File: src/rtl/cpu_isa_pkg.sv
// Shared ISA definitions for the instruction fetch path: widths, opcode
// groups, control sub-opcodes and the fetch FSM state encoding.
package cpu_isa_pkg;

  localparam int IR_W = 24;
  localparam int PC_W = 12;

  localparam logic [3:0]  GRP_CTRL = 4'h1;
  localparam logic [23:0] GRP_MISC = 24'h080000;
  localparam logic [23:0] RET_MISC = 24'h080005;

  localparam logic [7:0] OP_JMP = 8'h00;
  localparam logic [7:0] OP_JZE = 8'h01;
  localparam logic [7:0] OP_JNE = 8'h02;
  localparam logic [7:0] OP_JCY = 8'h03;
  localparam logic [7:0] OP_RET = 8'h04;
  localparam logic [7:0] OP_BSR = 8'h05;

  typedef enum logic [1:0] {
    ST_FETCH,
    ST_WAIT,
    ST_ISSUE,
    ST_RESOLVE
  } ifu_state_t;

  // Conditional branches are the only instructions that depend on ALU flags.
  function automatic logic is_cond_branch(input logic [23:0] w);
    return (w[23:20] == GRP_CTRL) &&
           ((w[19:12] == OP_JZE) || (w[19:12] == OP_JNE) || (w[19:12] == OP_JCY));
  endfunction

endpackage

File: src/rtl/instr_fetch_unit_if.sv
// Program-memory and decoder-side signals of the fetch unit, bundled so the
// unit and its environment see one port; master is the fetch unit side.
interface instr_fetch_unit_if #(
  parameter int PC_W = cpu_isa_pkg::PC_W,
  parameter int IR_W = cpu_isa_pkg::IR_W
);
  logic [PC_W-1:0] pmem_addr;
  logic            pmem_rd;
  logic [IR_W-1:0] pmem_rdata;
  logic [IR_W-1:0] ir;
  logic            ir_valid;
  logic            ir_ready;
  logic            flag_z;
  logic            flag_cy;
  logic            flags_valid;
  logic [PC_W-1:0] pc;

  modport master (
    output pmem_addr, pmem_rd, ir, ir_valid, pc,
    input  pmem_rdata, ir_ready, flag_z, flag_cy, flags_valid
  );

  modport slave (
    input  pmem_addr, pmem_rd, ir, ir_valid, pc,
    output pmem_rdata, ir_ready, flag_z, flag_cy, flags_valid
  );
endinterface

File: src/rtl/ifu_call_stack.sv
// Hardware return-address stack; overflowing pushes and underflowing pops are
// ignored and flagged with a one-cycle err pulse.
module ifu_call_stack #(
  parameter int STACK_DEPTH = 8,
  parameter int PC_W        = 12
) (
  input  logic            clk,
  input  logic            rst,
  input  logic            push,
  input  logic            pop,
  input  logic [PC_W-1:0] push_data,
  output logic [PC_W-1:0] top,
  output logic            full,
  output logic            empty,
  output logic            err
);
  localparam int IDX_W = $clog2(STACK_DEPTH);
  localparam int SP_W  = IDX_W + 1;
  localparam logic [SP_W-1:0] SP_FULL = SP_W'(STACK_DEPTH);

  logic [PC_W-1:0]  mem [STACK_DEPTH];
  logic [SP_W-1:0]  sp;
  logic [IDX_W-1:0] wr_idx;
  logic [IDX_W-1:0] rd_idx;

  assign wr_idx = sp[IDX_W-1:0];
  assign rd_idx = wr_idx - IDX_W'(1);
  assign full   = (sp == SP_FULL);
  assign empty  = (sp == '0);
  assign top    = mem[rd_idx];

  always_ff @(posedge clk) begin
    if (push && !full) begin
      mem[wr_idx] <= push_data;
    end
  end

  always_ff @(posedge clk) begin
    if (rst) begin
      sp  <= '0;
      err <= 1'b0;
    end else begin
      err <= 1'b0;
      if (push && !pop) begin
        if (full) err <= 1'b1;
        else      sp  <= sp + SP_W'(1);
      end else if (pop && !push) begin
        if (empty) err <= 1'b1;
        else       sp  <= sp - SP_W'(1);
      end
    end
  end
endmodule

File: src/rtl/instr_fetch_unit.sv
// Instruction fetch unit: fetches from synchronous program memory, hands words
// to the decoder and resolves control flow locally. IFU_ISSUE_CNT_EN adds issue_cnt.
module instr_fetch_unit #(
  parameter int PC_W        = cpu_isa_pkg::PC_W,
  parameter int IR_W        = cpu_isa_pkg::IR_W,
  parameter int STACK_DEPTH = 8
) (
  input  logic                clk,
  input  logic                rst,
  instr_fetch_unit_if.master  bus,
  output logic                stack_err
`ifdef IFU_ISSUE_CNT_EN
  ,
  output logic [15:0]         issue_cnt
`endif
);
  import cpu_isa_pkg::*;

  ifu_state_t      state;
  logic [PC_W-1:0] pc_q;
  logic [PC_W-1:0] pc_inc;
  logic [PC_W-1:0] next_pc;
  logic [PC_W-1:0] tgt;
  logic [PC_W-1:0] pmem_addr_q;
  logic [PC_W-1:0] pc_out_q;
  logic [PC_W-1:0] stk_top;
  logic [IR_W-1:0] ir_q;
  logic [7:0]      op;
  logic            is_ctrl;
  logic            pmem_rd_q;
  logic            ir_valid_q;
  logic            do_push;
  logic            do_pop;
  logic            cond_wait;
  logic            advance;
  logic            stk_full;
  logic            stk_empty;
  logic            stk_err;
  logic            unused_stk_full;

  assign bus.pmem_addr   = pmem_addr_q;
  assign bus.pmem_rd     = pmem_rd_q;
  assign bus.ir          = ir_q;
  assign bus.ir_valid    = ir_valid_q;
  assign bus.pc          = pc_out_q;
  assign unused_stk_full = stk_full;

  // Next-PC selection for the instruction held in ir; flags come straight from
  // the bus because they are only consumed on a cycle where flags_valid is high.
  always_comb begin
    is_ctrl = (ir_q[IR_W-1 -: 4] == GRP_CTRL);
    op      = ir_q[IR_W-5 -: 8];
    tgt     = ir_q[PC_W-1:0];
    pc_inc  = pc_q + PC_W'(1);
    next_pc = pc_inc;
    do_push = 1'b0;
    do_pop  = 1'b0;
    if (is_ctrl) begin
      case (op)
        OP_JMP:  next_pc = tgt;
        OP_JZE:  next_pc = bus.flag_z  ? tgt : pc_inc;
        OP_JNE:  next_pc = !bus.flag_z ? tgt : pc_inc;
        OP_JCY:  next_pc = bus.flag_cy ? tgt : pc_inc;
        OP_RET:  do_pop  = 1'b1;
        OP_BSR: begin
          do_push = 1'b1;
          next_pc = tgt;
        end
        default: next_pc = pc_inc;
      endcase
    end else if (ir_q == RET_MISC) begin
      do_pop = 1'b1;
    end
    if (do_pop) begin
      next_pc = stk_empty ? '0 : stk_top;
    end
    cond_wait = is_cond_branch(ir_q) && !bus.flags_valid;
    advance   = ((state == ST_ISSUE) && bus.ir_ready && !cond_wait) ||
                ((state == ST_RESOLVE) && bus.flags_valid);
  end

  ifu_call_stack #(
    .STACK_DEPTH (STACK_DEPTH),
    .PC_W        (PC_W)
  ) u_stack (
    .clk       (clk),
    .rst       (rst),
    .push      (advance && do_push),
    .pop       (advance && do_pop),
    .push_data (pc_inc),
    .top       (stk_top),
    .full      (stk_full),
    .empty     (stk_empty),
    .err       (stk_err)
  );

  // Read strobe is registered, so FETCH first arms pmem_rd (only needed right
  // after reset) and every later entry into FETCH arrives with it already set.
  always_ff @(posedge clk) begin
    if (rst) begin
      state       <= ST_FETCH;
      pc_q        <= '0;
      pmem_addr_q <= '0;
      pmem_rd_q   <= 1'b0;
      ir_q        <= '0;
      ir_valid_q  <= 1'b0;
      pc_out_q    <= '0;
    end else begin
      case (state)
        ST_FETCH: begin
          if (pmem_rd_q) begin
            pmem_rd_q <= 1'b0;
            state     <= ST_WAIT;
          end else begin
            pmem_rd_q   <= 1'b1;
            pmem_addr_q <= pc_q;
          end
        end
        ST_WAIT: begin
          ir_q       <= bus.pmem_rdata;
          ir_valid_q <= 1'b1;
          pc_out_q   <= pc_q;
          state      <= ST_ISSUE;
        end
        ST_ISSUE: begin
          if (bus.ir_ready) begin
            ir_valid_q <= 1'b0;
            if (advance) begin
              pc_q        <= next_pc;
              pmem_addr_q <= next_pc;
              pmem_rd_q   <= 1'b1;
              state       <= ST_FETCH;
            end else begin
              state <= ST_RESOLVE;
            end
          end
        end
        ST_RESOLVE: begin
          if (advance) begin
            pc_q        <= next_pc;
            pmem_addr_q <= next_pc;
            pmem_rd_q   <= 1'b1;
            state       <= ST_FETCH;
          end
        end
        default: state <= ST_FETCH;
      endcase
    end
  end

  always_ff @(posedge clk) begin
    if (rst) stack_err <= 1'b0;
    else     stack_err <= stack_err | stk_err;
  end

`ifdef IFU_ISSUE_CNT_EN
  logic [15:0] issue_cnt_q;

  always_ff @(posedge clk) begin
    if (rst)                            issue_cnt_q <= '0;
    else if (ir_valid_q && bus.ir_ready) issue_cnt_q <= issue_cnt_q + 16'd1;
  end

  assign issue_cnt = issue_cnt_q;
`endif
endmodule

File: src/flat_wrapper.sv
// flat-port wrapper written by rule: the top's interface ports become plain ports
module instr_fetch_unit_flat import cpu_isa_pkg::*;
#(
  parameter int PC_W        = cpu_isa_pkg::PC_W,
  parameter int IR_W        = cpu_isa_pkg::IR_W,
  parameter int STACK_DEPTH = 8
)
  (clk, rst, stack_err, bus_pmem_addr, bus_pmem_rd, bus_ir, bus_ir_valid, bus_pc, bus_pmem_rdata, bus_ir_ready, bus_flag_z, bus_flag_cy, bus_flags_valid);
  instr_fetch_unit_if #(.PC_W(PC_W), .IR_W(IR_W)) bus_i ();
  input  logic clk;
  input  logic rst;
  output logic stack_err;
  output wire logic [$bits(bus_i.pmem_addr)-1:0] bus_pmem_addr;
  output wire logic [$bits(bus_i.pmem_rd)-1:0] bus_pmem_rd;
  output wire logic [$bits(bus_i.ir)-1:0] bus_ir;
  output wire logic [$bits(bus_i.ir_valid)-1:0] bus_ir_valid;
  output wire logic [$bits(bus_i.pc)-1:0] bus_pc;
  input wire logic [$bits(bus_i.pmem_rdata)-1:0] bus_pmem_rdata;
  input wire logic [$bits(bus_i.ir_ready)-1:0] bus_ir_ready;
  input wire logic [$bits(bus_i.flag_z)-1:0] bus_flag_z;
  input wire logic [$bits(bus_i.flag_cy)-1:0] bus_flag_cy;
  input wire logic [$bits(bus_i.flags_valid)-1:0] bus_flags_valid;
  assign bus_pmem_addr = bus_i.pmem_addr;
  assign bus_pmem_rd = bus_i.pmem_rd;
  assign bus_ir = bus_i.ir;
  assign bus_ir_valid = bus_i.ir_valid;
  assign bus_pc = bus_i.pc;
  assign bus_i.pmem_rdata = bus_pmem_rdata;
  assign bus_i.ir_ready = bus_ir_ready;
  assign bus_i.flag_z = bus_flag_z;
  assign bus_i.flag_cy = bus_flag_cy;
  assign bus_i.flags_valid = bus_flags_valid;
  instr_fetch_unit #(.PC_W(PC_W), .IR_W(IR_W), .STACK_DEPTH(STACK_DEPTH)) u_core (.clk(clk), .rst(rst), .bus(bus_i), .stack_err(stack_err));
endmodule
File: config.mk
export PLATFORM = sky130hd
export DESIGN_NAME = instr_fetch_unit_flat
export DESIGN_NICKNAME = d
export VERILOG_FILES = /design/src/rtl/cpu_isa_pkg.sv /design/src/rtl/instr_fetch_unit_if.sv /design/src/rtl/ifu_call_stack.sv /design/src/rtl/instr_fetch_unit.sv /design/src/flat_wrapper.sv
export SDC_FILE = /design/constraint.sdc
export NUM_CORES = 1
export LEC_CHECK = 0
export BUFFER_PORTS_ARGS = -buffer_cell sky130_fd_sc_hd__buf_2
export CORE_ASPECT_RATIO = 1.1
export CORE_UTILIZATION = 36
export DETAILED_ROUTE_END_ITERATION = 10
export PLACE_DENSITY = 0.53
export SLEW_MARGIN = 20
export SYNTH_ARGS = -nofsm -noshare
export SYNTH_HDL_FRONTEND = slang
export SYNTH_HIERARCHICAL = 1
export SYNTH_SLANG_ARGS = --single-unit
File: constraint.sdc
create_clock -name clk -period 2.8 [get_ports clk]
set_input_delay 0.28 -clock clk [delete_from_list [all_inputs] [get_ports clk]]
set_output_delay 0.28 -clock clk [all_outputs]
set_load 0.01 [all_outputs]
# Yosys cells after proc, flatten, opt, wreduce, memory -nomap -nowiden
# Memory sizes are Yosys's and may differ from the RTL's.
# Cells that the tools add are included.
[word_totals]
mem_count = 1
output_inout_bits = 51
ramBits = 96
ff_bits = 70
inputBits = 30
[memory_table]
columns = ["memory", "words", "word_bits", "rd", "rd_ports_with_merged_regs", "write_ports", "line_no", "text"]
rows = [
  ["u_core.u_stack.mem", 8, 12, 1, 0, 1, "ifu_call_stack.sv:21", "logic [PC_W-1:0] mem [STACK_DEPTH];"],
]
[classes]
n_addsub = 4
eq_ne = 17
mux = 40
n_reduce_logical = 32
bitwise = 1
[op_table]
columns = ["operator", "count"]
rows = [
  ["2-to-1 mux 12 bit", 11],
  ["case mux 12 bit (4 select lines)", 1],
  ["case mux 12 bit (3 select lines)", 1],
  ["equality test 24 x 20 -> 1 bit (second input constant)", 1],
  ["case mux 12 bit (2 select lines)", 1],
  ["equality test 8 x 2 -> 1 bit (second input constant)", 2],
  ["equality test 8 x 3 -> 1 bit (second input constant)", 2],
  ["2-to-1 mux 4 bit", 4],
  ["2-to-1 mux 1 bit", 15],
  ["adder 12 x 1 -> 12 bit (second input constant)", 1],
  ["logical AND 1 bit", 10],
  ["AND reduction 3 bit", 3],
  ["equality test 8 x 1 -> 1 bit (second input constant)", 1],
  ["zero test 8 bit", 1],
  ["2-to-1 mux 2 bit", 4],
  ["!= test 2 bit (second input constant)", 4],
  ["case mux 2 bit (4 select lines)", 1],
  ["AND reduction 2 bit", 3],
  ["nonzero test 2 bit", 3],
  ["zero test 1 bit", 5],
  ["adder 4 x 1 -> 4 bit (second input constant)", 1],
  ["equality test 2 bit (second input constant)", 2],
  ["equality test 4 x 1 -> 1 bit (second input constant)", 1],
  ["equality test 4 bit (second input constant)", 1],
  ["other kinds (12)", 15],
]

# Longest topological paths before layout
[depth]
word_depth = 13
ltp_mapped = 14

# Cells and area by module
# Netlist, hierarchy kept.
[by_module_without_submodules]
columns = ["module", "cells_per_inst", "seq_area_each_um2", "n_inst", "area_per_inst_um2"]
rows = [
  ["ifu_call_stack", 200, 2982.9, 1, 4092.7],
  ["instr_fetch_unit", 406, 1301.2, 1, 3228.1],
]

# Worst setup path before layout
# Ideal clock, no wire load.
[synth_path]
path_type = "flip-flop to flip-flop"
startpoint = "reg u_core.ir_q[17], in the netlist u_core/bus.ir[17]"
endpoint = "reg u_core.u_stack.sp[3]"
setup_ps = 141
path_slack_ps = -32
required_time_ps = 2659
synth_period_minus_slack_ps = 2832
path_buffers = 1
path_stages_with_launch = 14
arrival_time_ps = 2692
cell_sequence = "dfxtp_1 > nor4_1 > and3_2 > a21o_1 > buf_2 > nor2_1 > inv_1 > ha_1 > inv_1 > ha_1 > a21oi_1 > a211oi_1 > o21ai_0 > o311ai_0"
[synth_between]
elab_chain_cells = 13
[synth_rtl]
columns = ["item", "line_no", "text"]
rows = [
  ["from (decl)", "instr_fetch_unit.sv:27", "logic [IR_W-1:0] ir_q;"],
  ["from (signal assigned)", "instr_fetch_unit.sv:120", "ir_q <= bus.pmem_rdata;"],
  ["equality test 8 x 1 -> 1 bit / equality test 8 x 2 -> 1 bit (equally long branches)", "cpu_isa_pkg.sv:29", "((w[19:12] == OP_JZE) || (w[19:12] == OP_JNE) || (w[19:12] == OP_JCY));"],
  ["logical OR 1 bit (2 in a row)", "cpu_isa_pkg.sv:29", ""],
  ["logical AND 1 bit", "cpu_isa_pkg.sv:28", "return (w[23:20] == GRP_CTRL) &&"],
  ["logical AND 1 bit", "instr_fetch_unit.sv:77", "cond_wait = is_cond_branch(ir_q) && !bus.flags_valid;"],
  ["zero test 1 bit", "instr_fetch_unit.sv:78", "advance = ((state == ST_ISSUE) && bus.ir_ready && !cond_wait) ||"],
  ["logical AND 1 bit", "instr_fetch_unit.sv:78", ""],
  ["logical OR 1 bit", "instr_fetch_unit.sv:78", ""],
  ["logical AND 1 bit, on equally long branches", "instr_fetch_unit.sv:89, instr_fetch_unit.sv:88", ""],
  ["zero test 1 bit, on equally long branches", "ifu_call_stack.sv:44, ifu_call_stack.sv:47", ""],
  ["logical AND 1 bit, on equally long branches", "ifu_call_stack.sv:44, ifu_call_stack.sv:47", ""],
  ["!= test 2 bit (no line) / nonzero test 2 bit (equally long branches)", "n/a", ""],
  ["AND reduction 3 bit (no line)", "n/a", ""],
  ["to (signal assigned)", "ifu_call_stack.sv:46", "else sp <= sp + SP_W'(1);"],
  ["to (signal assigned)", "ifu_call_stack.sv:49", "else sp <= sp - SP_W'(1);"],
  ["to (decl)", "ifu_call_stack.sv:22", "logic [SP_W-1:0] sp;"],
]
# Parallel ways exist; a longest one is shown, timed or not.
# A chain may end at the register's enable or synchronous reset.

# Worst setup path in the final report
[layout_path]
startpoint = "reg u_core.ir_q[9], in the netlist u_core/bus.ir[9]"
endpoint = "reg u_core.u_stack.sp[1]"
[layout_between]
elab_chain_cells = 8
[layout_rtl]
columns = ["item", "line_no", "text"]
rows = [
  ["equality test 24 x 20 -> 1 bit *", "instr_fetch_unit.sv:71", "end else if (ir_q == RET_MISC) begin"],
  ["2-to-1 mux 1 bit *", "instr_fetch_unit.sv:71", ""],
  ["2-to-1 mux 1 bit *", "instr_fetch_unit.sv:58", "if (is_ctrl) begin"],
  ["logical AND 1 bit *", "instr_fetch_unit.sv:89", ".pop (advance && do_pop),"],
  ["zero test 1 bit", "ifu_call_stack.sv:44", "if (push && !pop) begin"],
  ["logical AND 1 bit", "ifu_call_stack.sv:44", ""],
  ["!= test 2 bit (no line) / nonzero test 2 bit (equally long branches)", "n/a", ""],
  ["AND reduction 3 bit (no line)", "n/a", ""],
]
# Every way passes the cells marked *; elsewhere a longest branch is shown, timed or not.

==> impl_results.md <==
- RSZ-0062 raised after global routing: false
- Cell Count, Final, Fillers Out: a little under 1k
- Critical Setup Path Class: register to register
- Clock Path Buffers: 2
- DR pass1 iterations: 5
- Number of global-route vias before repair: just over 5k
- Mapped Area: 0.00732 mm^2
- Gate family responsible for the most delay along the worst path: simple AND/OR/NAND/NOR gates
- Largest net degree at the start of global routing: 37
- Fraction of layout cells with a size suffix above 1: 29.8%
- Max Clk Rate: a little under 400 MHz
- Worst hold slack: around 0.088 ns
- Max Cap Viol: 0
- Yosys Warn Count: 6
- P_leak: ~0.0032 uW
- Slew headroom: about half
- Final-report hold violation count: 0
- Critical Path Max Stage Delay: about 0.34 ns
- Slew @ Worst Pin: about 0.72 ns
- Initial antenna violation count: 0
- Met3 Wirelength: roughly 990 um
- Post-synthesis net count: roughly 640
- Via count: roughly 5.1k
- WL met2: about 9200 um
- End-of-flow core utilization: about 44%
- PortBufs: 80
- Req. time, crit path: ~3.1 ns
- Area grow syn2layout: 19.8%
- Final nets: 742
- First-pass GRT wire length: approximately 28,000 um
- Clock Skew: about 0.013 ns
- Die X: approximately 140 um
- Endpoints failing setup: 0
- Syn Inst Count: a little over 600
- Reg clk slew, reported paths: ~0.07 ns
- CTS buffer count: 17
- Power Dens Cells: 605 mW/mm^2
- Worst EP arrival: approximately 2.9 ns
- Die area: between 0.02 and 0.025 mm^2
- Startpoint type of the worst setup path: register
- Fillers: about 1.9k
- TritonCTS clock tree: done
- Gr ovfl total: 0
- Inserted Diodes: 0
- Core area: about 0.020 mm^2
- Hpwl dp: roughly 13,000 um
- Postcts setup bufs: 0
- Detail Route Antenna Nets: 0
- Placed Cells: around 940
- Drt total wl: about 18,000 um
- Std-Cell Rows: 54
- Drt initial violations: around 310
- Routed wire per std cell: 18.7 um
- Root buf cell: clkbuf_16
- H-tree levels: 4
- Slew Viols, Final: 0
- Top layer in use: met4
- Worst-path maximum fanout: 6
- Gpl congestion: 0.895
- Post-route setup slack: 0.206 ns
- CTS sink cnt: approximately 170
- Tmin final: 2.59 ns
- # DRC: 0
- Buf+Inv Stages, Crit Path: 3
- Die Ht: 152 um
- VDD IR max: between 400 and 500 uV
- Status: completed
- Initial Util: 36.8%
- HP Class: primary input to register
- Final worst-path cycle share: between 90% and 100%
- CP Cell Sequence: nor4_2 > buf_4 > and4_2 > o211ai_2 > nor2_2 > inv_1 > ha_1 > buf_4 > nand2b_1 > a41oi_4 > mux2i_1 > nor2_1
- Worst path most repeated cell: buf_4
- Dpl ws: -0.0519 ns
- Clock Latency Late Sink: between 0.4 and 0.5 ns
- Syn_area_per_cell: 12.1 um^2
- Met1 wire length: 7610 um
- CP max stage cell: a41oi_4
- Gr usage total: between 10% and 20%
- CP Capture Type: register
- # IOs: 81
- Drt via density: 5.28
- Pwr Total: 5310 uW
layer usage:
layer | vias to the layer above | global-route usage (%)
li1 | 2432 | -
met4 | 0 | 6.14
met5 | - | 0
met1 | 2518 | 22.4
met2 | 154 | 31.7
met3 | 19 | 4.79
registers in the layout, indices dropped and copies added (netlist names):
name	flops
u_core/u_stack/mem	96
u_core/bus.ir	24
u_core/bus.pc	12
u_core/bus.pmem_addr	12
u_core/pc_q	12
u_core/u_stack/sp	4
u_core/state	2
u_core/bus.ir_valid	1
u_core/bus.pmem_rd	1
u_core/stack_err	1
u_core/u_stack/err	1
repair_timing:
action,4_1_cts,5_1_grt
pin swaps,0,4
endpoints found under the setup margin,1,4
hold buffers,0,0
hold endpoints to repair,0,0
gates resized for setup,1,14
placed cells by master (no fill, tap or decap), types with 8 or more instances in the layout:
cell,n
a21oi_1,55
inv_1,12
edfxtp_1,96
nor2_1,29
clkbuf_16,17
a211oi_1,16
dfxtp_1,70
buf_2,80
mux4_1,8
xnor2_1,9
nor3b_1,14
mux2_2,19
nor3_1,18
buf_4,40
nand2_1,100
nand3_1,9
mux4_2,16
report_power, final:
group          switching (uW)  internal [uW]
Sequential               46.9           2610
Combinational             267            163
Clock                    1050           1170
area by class of cell:
| class | count | area (um^2) | share of cell area, % |
|---|---|---|---|
| clock inverters | 15 | 136 | 1.56 |
| inverters | 13 | 48.8 | 0.557 |
| clock buffers | 17 | 425 | 4.85 |
| flip-flops and latches | 166 | 4280 | 48.9 |
| repair buffers | 122 | 741 | 8.45 |
| multi-input cells | 385 | 2820 | 32.1 |
| well taps | 252 | 315 | 3.60 |
path summary, 6_finish.rpt:
path	endpoint	slack, ns	from	cells after the start
worst min register to register	u_core/stack_err$_SDFF_PP0_	0.45	u_core/u_stack/err$_SDFF_PP0_	2
worst max-delay path	u_core/u_stack/sp[1]$_SDFFE_PP0P_	0.21	u_core/bus.ir[9]$_SDFFE_PP0P_	12
worst min-delay path	u_core/bus.ir[13]$_SDFFE_PP0P_	0.09	bus_pmem_rdata[13]	3
worst max register to register	u_core/u_stack/sp[1]$_SDFFE_PP0P_	0.21	u_core/bus.ir[9]$_SDFFE_PP0P_	12
metrics by stage:
step           setup TNS [ns]  area, um^2
2_1_floorplan               0        7320
3_3_place_gp                0        8130
3_5_place_dp          -0.0519        8130
4_1_cts                     0        8700
5_1_grt                     0        8770
6_report                    0        8770
worst reg2reg max path, stage by stage, from the launching register on:
cell      delay (ns)
dfxtp_1         0.32
nor4_2          0.26
buf_4           0.15
and4_2          0.25
o211ai_2        0.10
nor2_2          0.14
inv_1           0.05
ha_1            0.20
buf_4           0.15
nand2b_1        0.20
a41oi_4         0.34
mux2i_1         0.23
nor2_1          0.06
Power figures use the tool's default switching activity.
